`config.mk`:
```
export PLATFORM = sky130hd
export DESIGN_NAME = ft_cmd_rx
export DESIGN_NICKNAME = d
export VERILOG_FILES = /design/src/rtl/ft_pkg.sv /design/src/rtl/ft_frame_parser.sv /design/src/rtl/ft_cmd_rx.sv
export SDC_FILE = /design/constraint.sdc
export NUM_CORES = 1
export LEC_CHECK = 0
export ABC_CLOCK_PERIOD_IN_PS = 3500
export CORE_UTILIZATION = 35
export CTS_BUF_LIST = sky130_fd_sc_hd__clkbuf_16
export DETAILED_ROUTE_END_ITERATION = 7
export GPL_ROUTABILITY_DRIVEN = 0
export PLACE_DENSITY = 0.62
export SETUP_SLACK_MARGIN = 0.1
export SKIP_CTS_REPAIR_TIMING = 1
export SLEW_MARGIN = 20
export SYNTH_ARGS = -nofsm -noshare
export SYNTH_HDL_FRONTEND = slang
export SYNTH_SLANG_ARGS = --single-unit
```
`constraint.sdc`:
```
create_clock -name CLK -period 3.5 [get_ports CLK]
set_input_delay 0.7 -clock CLK [delete_from_list [all_inputs] [get_ports CLK]]
set_output_delay 0.7 -clock CLK [all_outputs]
set_load 0.01 [all_outputs]
```
`src/rtl/ft_pkg.sv`:
```
`default_nettype none
// ============================================================================
// Module      : ft_pkg
// Description : Shared types and constants for the FT245 host-to-FPGA command
//               receive path (bus FSM states, parser states, frame constants).
// Revision    : 1.0 - initial release
// ============================================================================
package ft_pkg;

    // Bus ownership FSM for the FTDI read side.
    typedef enum logic [1:0] {
        IDLE = 2'd0,
        ACQ  = 2'd1,
        READ = 2'd2,
        REL  = 2'd3
    } bus_state_t;

    // Framed command parser: SYNC, ADDR, D_HI, D_LO, CSUM.
    typedef enum logic [2:0] {
        HUNT = 3'd0,
        CMD  = 3'd1,
        DHI  = 3'd2,
        DLO  = 3'd3,
        CSUM = 3'd4
    } prs_state_t;

    localparam logic [7:0] c_SYNC_BYTE    = 8'hA5;
    localparam logic [7:0] c_ADDR_ENABLE  = 8'h01;
    localparam logic [7:0] c_ADDR_FFT_CFG = 8'h02;

    // Frame checksum: XOR of address and both payload bytes.
    function automatic logic [7:0] frame_csum(
        input logic [7:0] addr,
        input logic [7:0] dhi,
        input logic [7:0] dlo
    );
        return addr ^ dhi ^ dlo;
    endfunction

endpackage
`default_nettype wire

```
`src/rtl/ft_frame_parser.sv`:
```
`default_nettype none
// ============================================================================
// Module      : ft_frame_parser
// Description : Byte-stream parser for SYNC/ADDR/D_HI/D_LO/CSUM frames with an
//               inter-byte timeout and a saturating error counter.
// Revision    : 1.0 - initial release
// ============================================================================
module ft_frame_parser
    import ft_pkg::*;
#(
    parameter logic [15:0] TIMEOUT   = 16'd60000,
    parameter logic [7:0]  SYNC_BYTE = c_SYNC_BYTE
) (
    input  logic        clk,
    input  logic        rst_n,
    input  logic        i_byte_vld,
    input  logic [7:0]  i_byte,
    output logic        o_cmd_valid,
    output logic [7:0]  o_cmd_addr,
    output logic [15:0] o_cmd_data,
    output logic [7:0]  o_err_cnt
);

    localparam logic [15:0] c_TMO_LAST = TIMEOUT - 16'd1;
    localparam logic [15:0] c_TMO_ONE  = 16'd1;
    localparam logic [7:0]  c_ERR_ONE  = 8'd1;

    prs_state_t  r_state;
    logic [7:0]  r_addr;
    logic [7:0]  r_dhi;
    logic [7:0]  r_dlo;
    logic [15:0] r_tmo;
    logic        r_cmd_valid;
    logic [7:0]  r_cmd_addr;
    logic [15:0] r_cmd_data;
    logic [7:0]  r_err_cnt;

    logic w_tmo_hit;
    logic w_csum_byte;
    logic w_csum_ok;
    logic w_err;

    // A byte arriving on the deadline cycle wins: it restarts the timer.
    assign w_tmo_hit   = (r_state != HUNT) && !i_byte_vld && (r_tmo == c_TMO_LAST);
    assign w_csum_byte = i_byte_vld && (r_state == CSUM);
    assign w_csum_ok   = (frame_csum(r_addr, r_dhi, r_dlo) == i_byte);
    assign w_err       = w_tmo_hit || (w_csum_byte && !w_csum_ok);

    // Inter-byte timer: idle in HUNT, restarted by every accepted byte.
    always_ff @(posedge clk or negedge rst_n) begin
        if (!rst_n) begin
            r_tmo <= 16'd0;
        end else if ((r_state == HUNT) || i_byte_vld || w_tmo_hit) begin
            r_tmo <= 16'd0;
        end else begin
            r_tmo <= r_tmo + c_TMO_ONE;
        end
    end

    // Frame state machine and field capture; a sync byte inside a frame is data.
    always_ff @(posedge clk or negedge rst_n) begin
        if (!rst_n) begin
            r_state <= HUNT;
            r_addr  <= 8'd0;
            r_dhi   <= 8'd0;
            r_dlo   <= 8'd0;
        end else if (w_tmo_hit) begin
            r_state <= HUNT;
        end else if (i_byte_vld) begin
            case (r_state)
                HUNT: if (i_byte == SYNC_BYTE) r_state <= CMD;
                CMD: begin
                    r_addr  <= i_byte;
                    r_state <= DHI;
                end
                DHI: begin
                    r_dhi   <= i_byte;
                    r_state <= DLO;
                end
                DLO: begin
                    r_dlo   <= i_byte;
                    r_state <= CSUM;
                end
                CSUM:    r_state <= HUNT;
                default: r_state <= HUNT;
            endcase
        end
    end

    // Command register-write pulse; address/data hold until the next good frame.
    always_ff @(posedge clk or negedge rst_n) begin
        if (!rst_n) begin
            r_cmd_valid <= 1'b0;
            r_cmd_addr  <= 8'd0;
            r_cmd_data  <= 16'd0;
        end else begin
            r_cmd_valid <= 1'b0;
            if (w_csum_byte && w_csum_ok) begin
                r_cmd_valid <= 1'b1;
                r_cmd_addr  <= r_addr;
                r_cmd_data  <= {r_dhi, r_dlo};
            end
        end
    end

    // Saturating count of checksum failures and timeouts.
    always_ff @(posedge clk or negedge rst_n) begin
        if (!rst_n) begin
            r_err_cnt <= 8'd0;
        end else if (w_err && (r_err_cnt != 8'hFF)) begin
            r_err_cnt <= r_err_cnt + c_ERR_ONE;
        end
    end

    assign o_cmd_valid = r_cmd_valid;
    assign o_cmd_addr  = r_cmd_addr;
    assign o_cmd_data  = r_cmd_data;
    assign o_err_cnt   = r_err_cnt;

endmodule
`default_nettype wire

```
`src/rtl/ft_cmd_rx.sv`:
```
`default_nettype none
// ============================================================================
// Module      : ft_cmd_rx
// Description : FT245 synchronous FIFO read side. Owns the bus when the host
//               has data and the writer is idle, drains up to MAX_BURST bytes
//               per ownership and feeds them to the frame parser.
// Revision    : 1.0 - initial release
// ============================================================================
module ft_cmd_rx
    import ft_pkg::*;
#(
    parameter int          MAX_BURST = 64,
    parameter logic [15:0] TIMEOUT   = 16'd60000,
    parameter logic [7:0]  SYNC_BYTE = 8'hA5
) (
    input  logic        CLK,
    input  logic        rstn,
    input  logic [7:0]  data_in,
    input  logic        RXF_N,
    output logic        OE_N,
    output logic        RD_N,
    input  logic        tx_busy,
    output logic        rx_active,
    output logic        cmd_valid,
    output logic [7:0]  cmd_addr,
    output logic [15:0] cmd_data,
    output logic [7:0]  err_cnt
);

    localparam int             c_BW         = $clog2(MAX_BURST + 1);
    localparam logic [c_BW-1:0] c_BURST_LAST = c_BW'(MAX_BURST - 1);
    localparam logic [c_BW-1:0] c_BURST_ONE  = c_BW'(1);

    bus_state_t      r_state;
    logic            r_oe_n;
    logic            r_rd_n;
    logic            r_rx_active;
    logic [c_BW-1:0] r_burst_cnt;

    logic w_byte_vld;

    // A byte is transferred on any edge where the strobe is low and the FIFO is non-empty.
    assign w_byte_vld = (r_state == READ) && !RXF_N && !r_rd_n;

    // Bus ownership FSM; tx_busy has priority over pending host data.
    always_ff @(posedge CLK or negedge rstn) begin
        if (!rstn) begin
            r_state     <= IDLE;
            r_oe_n      <= 1'b1;
            r_rd_n      <= 1'b1;
            r_rx_active <= 1'b0;
        end else begin
            case (r_state)
                IDLE: begin
                    if (!RXF_N && !tx_busy) begin
                        r_state     <= ACQ;
                        r_oe_n      <= 1'b0;
                        r_rx_active <= 1'b1;
                    end
                end
                ACQ: begin
                    // One turnaround cycle with OE_N low before strobing.
                    r_state <= READ;
                    r_rd_n  <= 1'b0;
                end
                READ: begin
                    if (RXF_N || (w_byte_vld && (r_burst_cnt == c_BURST_LAST))) begin
                        r_state     <= REL;
                        r_oe_n      <= 1'b1;
                        r_rd_n      <= 1'b1;
                        r_rx_active <= 1'b0;
                    end
                end
                REL:     r_state <= IDLE;
                default: r_state <= IDLE;
            endcase
        end
    end

    // Bytes read in the current ownership; cleared on release.
    always_ff @(posedge CLK or negedge rstn) begin
        if (!rstn) begin
            r_burst_cnt <= '0;
        end else if (r_state == REL) begin
            r_burst_cnt <= '0;
        end else if (w_byte_vld) begin
            r_burst_cnt <= r_burst_cnt + c_BURST_ONE;
        end
    end

    ft_frame_parser #(
        .TIMEOUT   (TIMEOUT),
        .SYNC_BYTE (SYNC_BYTE)
    ) u_parser (
        .clk         (CLK),
        .rst_n       (rstn),
        .i_byte_vld  (w_byte_vld),
        .i_byte      (data_in),
        .o_cmd_valid (cmd_valid),
        .o_cmd_addr  (cmd_addr),
        .o_cmd_data  (cmd_data),
        .o_err_cnt   (err_cnt)
    );

    assign OE_N      = r_oe_n;
    assign RD_N      = r_rd_n;
    assign rx_active = r_rx_active;

endmodule
`default_nettype wire
```
==> out/summary.txt <==
TIMING
--------------------------------------------------------------------------------
Final-report setup violation count ................................            0
Relative slew slack ...............................................        0.465
Clock skew ........................................................   0.00573 ns
Upper clock frequency limit .......................................      368 MHz
Fin crit share ....................................................        0.777
Transition time at the pin with the least slew margin .............     0.803 ns
RSZ-0062 raised after global routing ..............................           no
Pins Over Slew Limit ..............................................            0
Count of endpoints failing hold in the final timing report ........            0
Fin crit period ...................................................      2.72 ns
Worst slack on hold paths .........................................     0.414 ns
Aggregate negative setup slack ....................................         0 ns

FINISH
--------------------------------------------------------------------------------
Layout overhead on the synthesized area ...........................        21.4%
Ratio of cells with drive above 1 in the final layout .............        0.206
Final layout net count ............................................          398
Core occupancy in the finished layout .............................        0.438
ANT cells .........................................................            0
Number of standard cells in the layout, taps in and fillers out ...          527

PLACEMENT
--------------------------------------------------------------------------------
Placed Cells ......................................................          512
Number of buffers added on ports ..................................           47
Detailed-placement wirelength estimate ............................      5.16 mm

DETAILED ROUTING
--------------------------------------------------------------------------------
Routed wire length per instance ...................................      14.5 µm
Final wirelength ..................................................      7.63 mm
Post-DRT Antenna Nets .............................................            0
Drt via density ...................................................         4.84
Via count .........................................................         2549
1st-pass router iterations ........................................            4
DRC violations left ...............................................            0
Iteration-0 DRC count of the detailed router ......................           85

YOSYS
--------------------------------------------------------------------------------
Top cells by area, synth .......................................... dfrtp_1, mux2_2, mux2_4
Number of synthesized flops with an enable pin ....................            0
Netlist Area Pre-Place ............................................  0.00413 mm²
Leading cell type by number of instances after synthesis ..........      dfrtp_1
Proportion of synthesized chip area in sequential cells ...........        0.533
Fraction of registers with async set or reset after synthesis .....         1.00
Post-Syn Instances ................................................          325
Yosys top cell area share .........................................        0.521
Average instance area after synthesis .............................     12.7 µm²
Library cell with the largest summed area after synthesis .........      dfrtp_1
Commonest cells post-synth ........................................ dfrtp_1, nor2_1, mux2_2
Distinct cells, synth .............................................           44
Count of state elements after synthesis ...........................           88
Predominant post-synthesis flop cell ..............................      dfrtp_1
Synthesis warning total ...........................................            0
Post-synthesis net count ..........................................          343

GLOBAL ROUTING
--------------------------------------------------------------------------------
Sum of overflow across all layers after global routing ............            0
Largest net degree at the start of global routing .................           89
Global-route total usage across every layer .......................        0.132
Global-route wire length before repair ............................      12.8 mm
Number of global-route vias before repair .........................         2655
Number of antenna violations at the first check in global routing .            0

CRITICAL PATH
--------------------------------------------------------------------------------
Largest fanout on the critical path ...............................            7
CP Capture Type ...................................................         flop
Classification of the worst setup path ............................       in2reg
Critical Path Source Type .........................................   input port
Required arrival time at the worst endpoint .......................      3.72 ns
Arrival @ worst endpoint ..........................................      2.94 ns

FLOORPLANNING
--------------------------------------------------------------------------------
Core ar. ..........................................................   0.0115 mm²
Horizontal extent of the die ......................................       111 µm
Vertical die dimension ............................................       111 µm
Boundary pin count ................................................           48
Floorplan row count ...............................................           39
Area enclosed by the die boundary .................................   0.0122 mm²
Starting density of the core ......................................        0.360

WORST HOLD PATH
--------------------------------------------------------------------------------
Kind of path behind the tightest hold check .......................     in2async

POWER AND IR DROP
--------------------------------------------------------------------------------
Max IR drop VDD ...................................................       300 µV
Internal power component ..........................................      1.80 mW
Switching pwr .....................................................       683 µW
Combinational share of power ......................................        0.183
Power share of the sequential group ...............................        0.478
Lkg Pwr ...........................................................      2.30 nW
P per Cell Area ...................................................   494 mW/mm²
Switching share of power ..........................................        0.276
Part of the power in the clock network ............................        0.339

CLOCKING
--------------------------------------------------------------------------------
Clock network latency to the later pin of the worst-skew pair .....      0.33 ns
CTS tree ..........................................................        built
Clock Root Buffer .................................................    clkbuf_16
Number of sinks driven by the clock tree ..........................           88
CTS H-tree depth ..................................................            3
Worst-path clk slew ...............................................      0.06 ns
Maximum clock insertion buffer count ..............................            2
Total CTS buffers .................................................            9

OUTCOME
--------------------------------------------------------------------------------
Run status ........................................................ finished, final reports clean

FLOW RUN
--------------------------------------------------------------------------------
MaxCap Viol Count .................................................            0

-- per-stage QoR --
stage               power [mW]  instance area, µm²  setup slack [ns]
CTS                       2.52                5010             0.760
global placement          1.65                4760             0.450
floorplan                 1.52                4130              1.29
finish                    2.48                5020             0.779
global route              2.62                5020             0.618
detailed placement        1.66                4760             0.409
-- worst paths after layout --
path / start / endpoint / slack (ns) / cells past startpoint
min in group CLK: u_parser.r_tmo[0] / u_parser.r_tmo[0] / 0.50 / 1
max in group asynchronous: rstn / u_parser.o_cmd_addr[1] / 2.52 / 1
hold / removal: rstn / u_parser.o_err_cnt[7] / 0.41 / 1
setup / recovery: data_in[3] / u_parser.o_cmd_addr[4] / 0.78 / 8
hold reg to reg: u_parser.r_tmo[0] / u_parser.r_tmo[0] / 0.50 / 1
setup reg to reg: r_state[0] / u_parser.r_addr[5] / 1.10 / 7
-- cells in the final DEF, fill, tap and decap left out, types with 2 or more instances in the layout --
cell type,count
nor2_1,33
buf_4,2
inv_1,7
xor2_1,20
nand2b_1,3
nand3_1,12
nand3b_1,2
clkinv_1,2
and3_1,7
nand4_1,4
o22a_1,4
nor3_1,3
mux2_1,2
nor4_2,2
o21ai_0,6
ha_1,6
mux2_4,19
clkbuf_16,9
nand2_1,17
clkdlybuf4s50_1,46
o21a_1,4
clkinvlp_4,2
dfstp_2,2
a21oi_1,5
mux2_2,31
nor4bb_1,3
dfrtp_1,86
xnor2_1,24
-- cell type report --
class / count / area [µm²]
fill: 1042 / 6450
multi-input combinational: 226 / 1850
timing repair buffer: 50 / 507
sequential: 88 / 2200
clock buffer: 9 / 225
inverter: 5 / 18.8
clock inverter: 6 / 30.0
tap: 143 / 179
-- cell families after synthesis --
kind of cell,share of synthesized area
XOR/XNOR,0.0932
flip-flops,0.533
multiplexers,0.159
buffers and inverters,0.0179
AO/OA/AOI/OAI,0.0494
AND/OR/NAND/NOR,0.129
adder cells (fa/ha/maj),0.0182
-- worst max-delay path, stage by stage --
cell,delay (ns)
clkdlybuf4s50_1,0.57
xor2_1,0.20
xnor2_1,0.10
nor4_2,0.43
nand2_2,0.15
nor2_8,0.21
buf_4,0.23
mux2_2,0.34
-- power groups by stage --
| stage | clock (mW) | sequential, mW | combinational, mW |
|---|---|---|---|
| after floorplan | 0 | 1.19 | 0.329 |
| after global placement | 0 | 1.20 | 0.448 |
| after detailed placement | 0 | 1.20 | 0.460 |
| after CTS | 0.871 | 1.18 | 0.462 |
| after global routing | 0.913 | 1.20 | 0.508 |
| final | 0.840 | 1.18 | 0.454 |
-- sequential cells by signal, summed over array words and instances (netlist names) --
name / count
r_burst_cnt: 7
u_parser.o_cmd_addr: 8
u_parser.o_err_cnt: 8
u_parser.r_state: 3
u_parser.o_cmd_data: 16
r_state: 2
OE_N: 1
u_parser.r_dlo: 8
RD_N: 1
u_parser.o_cmd_valid: 1
u_parser.r_tmo: 16
rx_active: 1
u_parser.r_addr: 8
u_parser.r_dhi: 8
-- metal layers --
layer  up-vias  track usage  part of all wire
met2        39        0.209              0.47
met1      1262        0.170              0.47
met5         -            0                 0
met3         8       0.0355             0.037
met4         0       0.0560             0.015
li1       1240            -                 -
No activity file was read; power rests on OpenSTA's default activity.
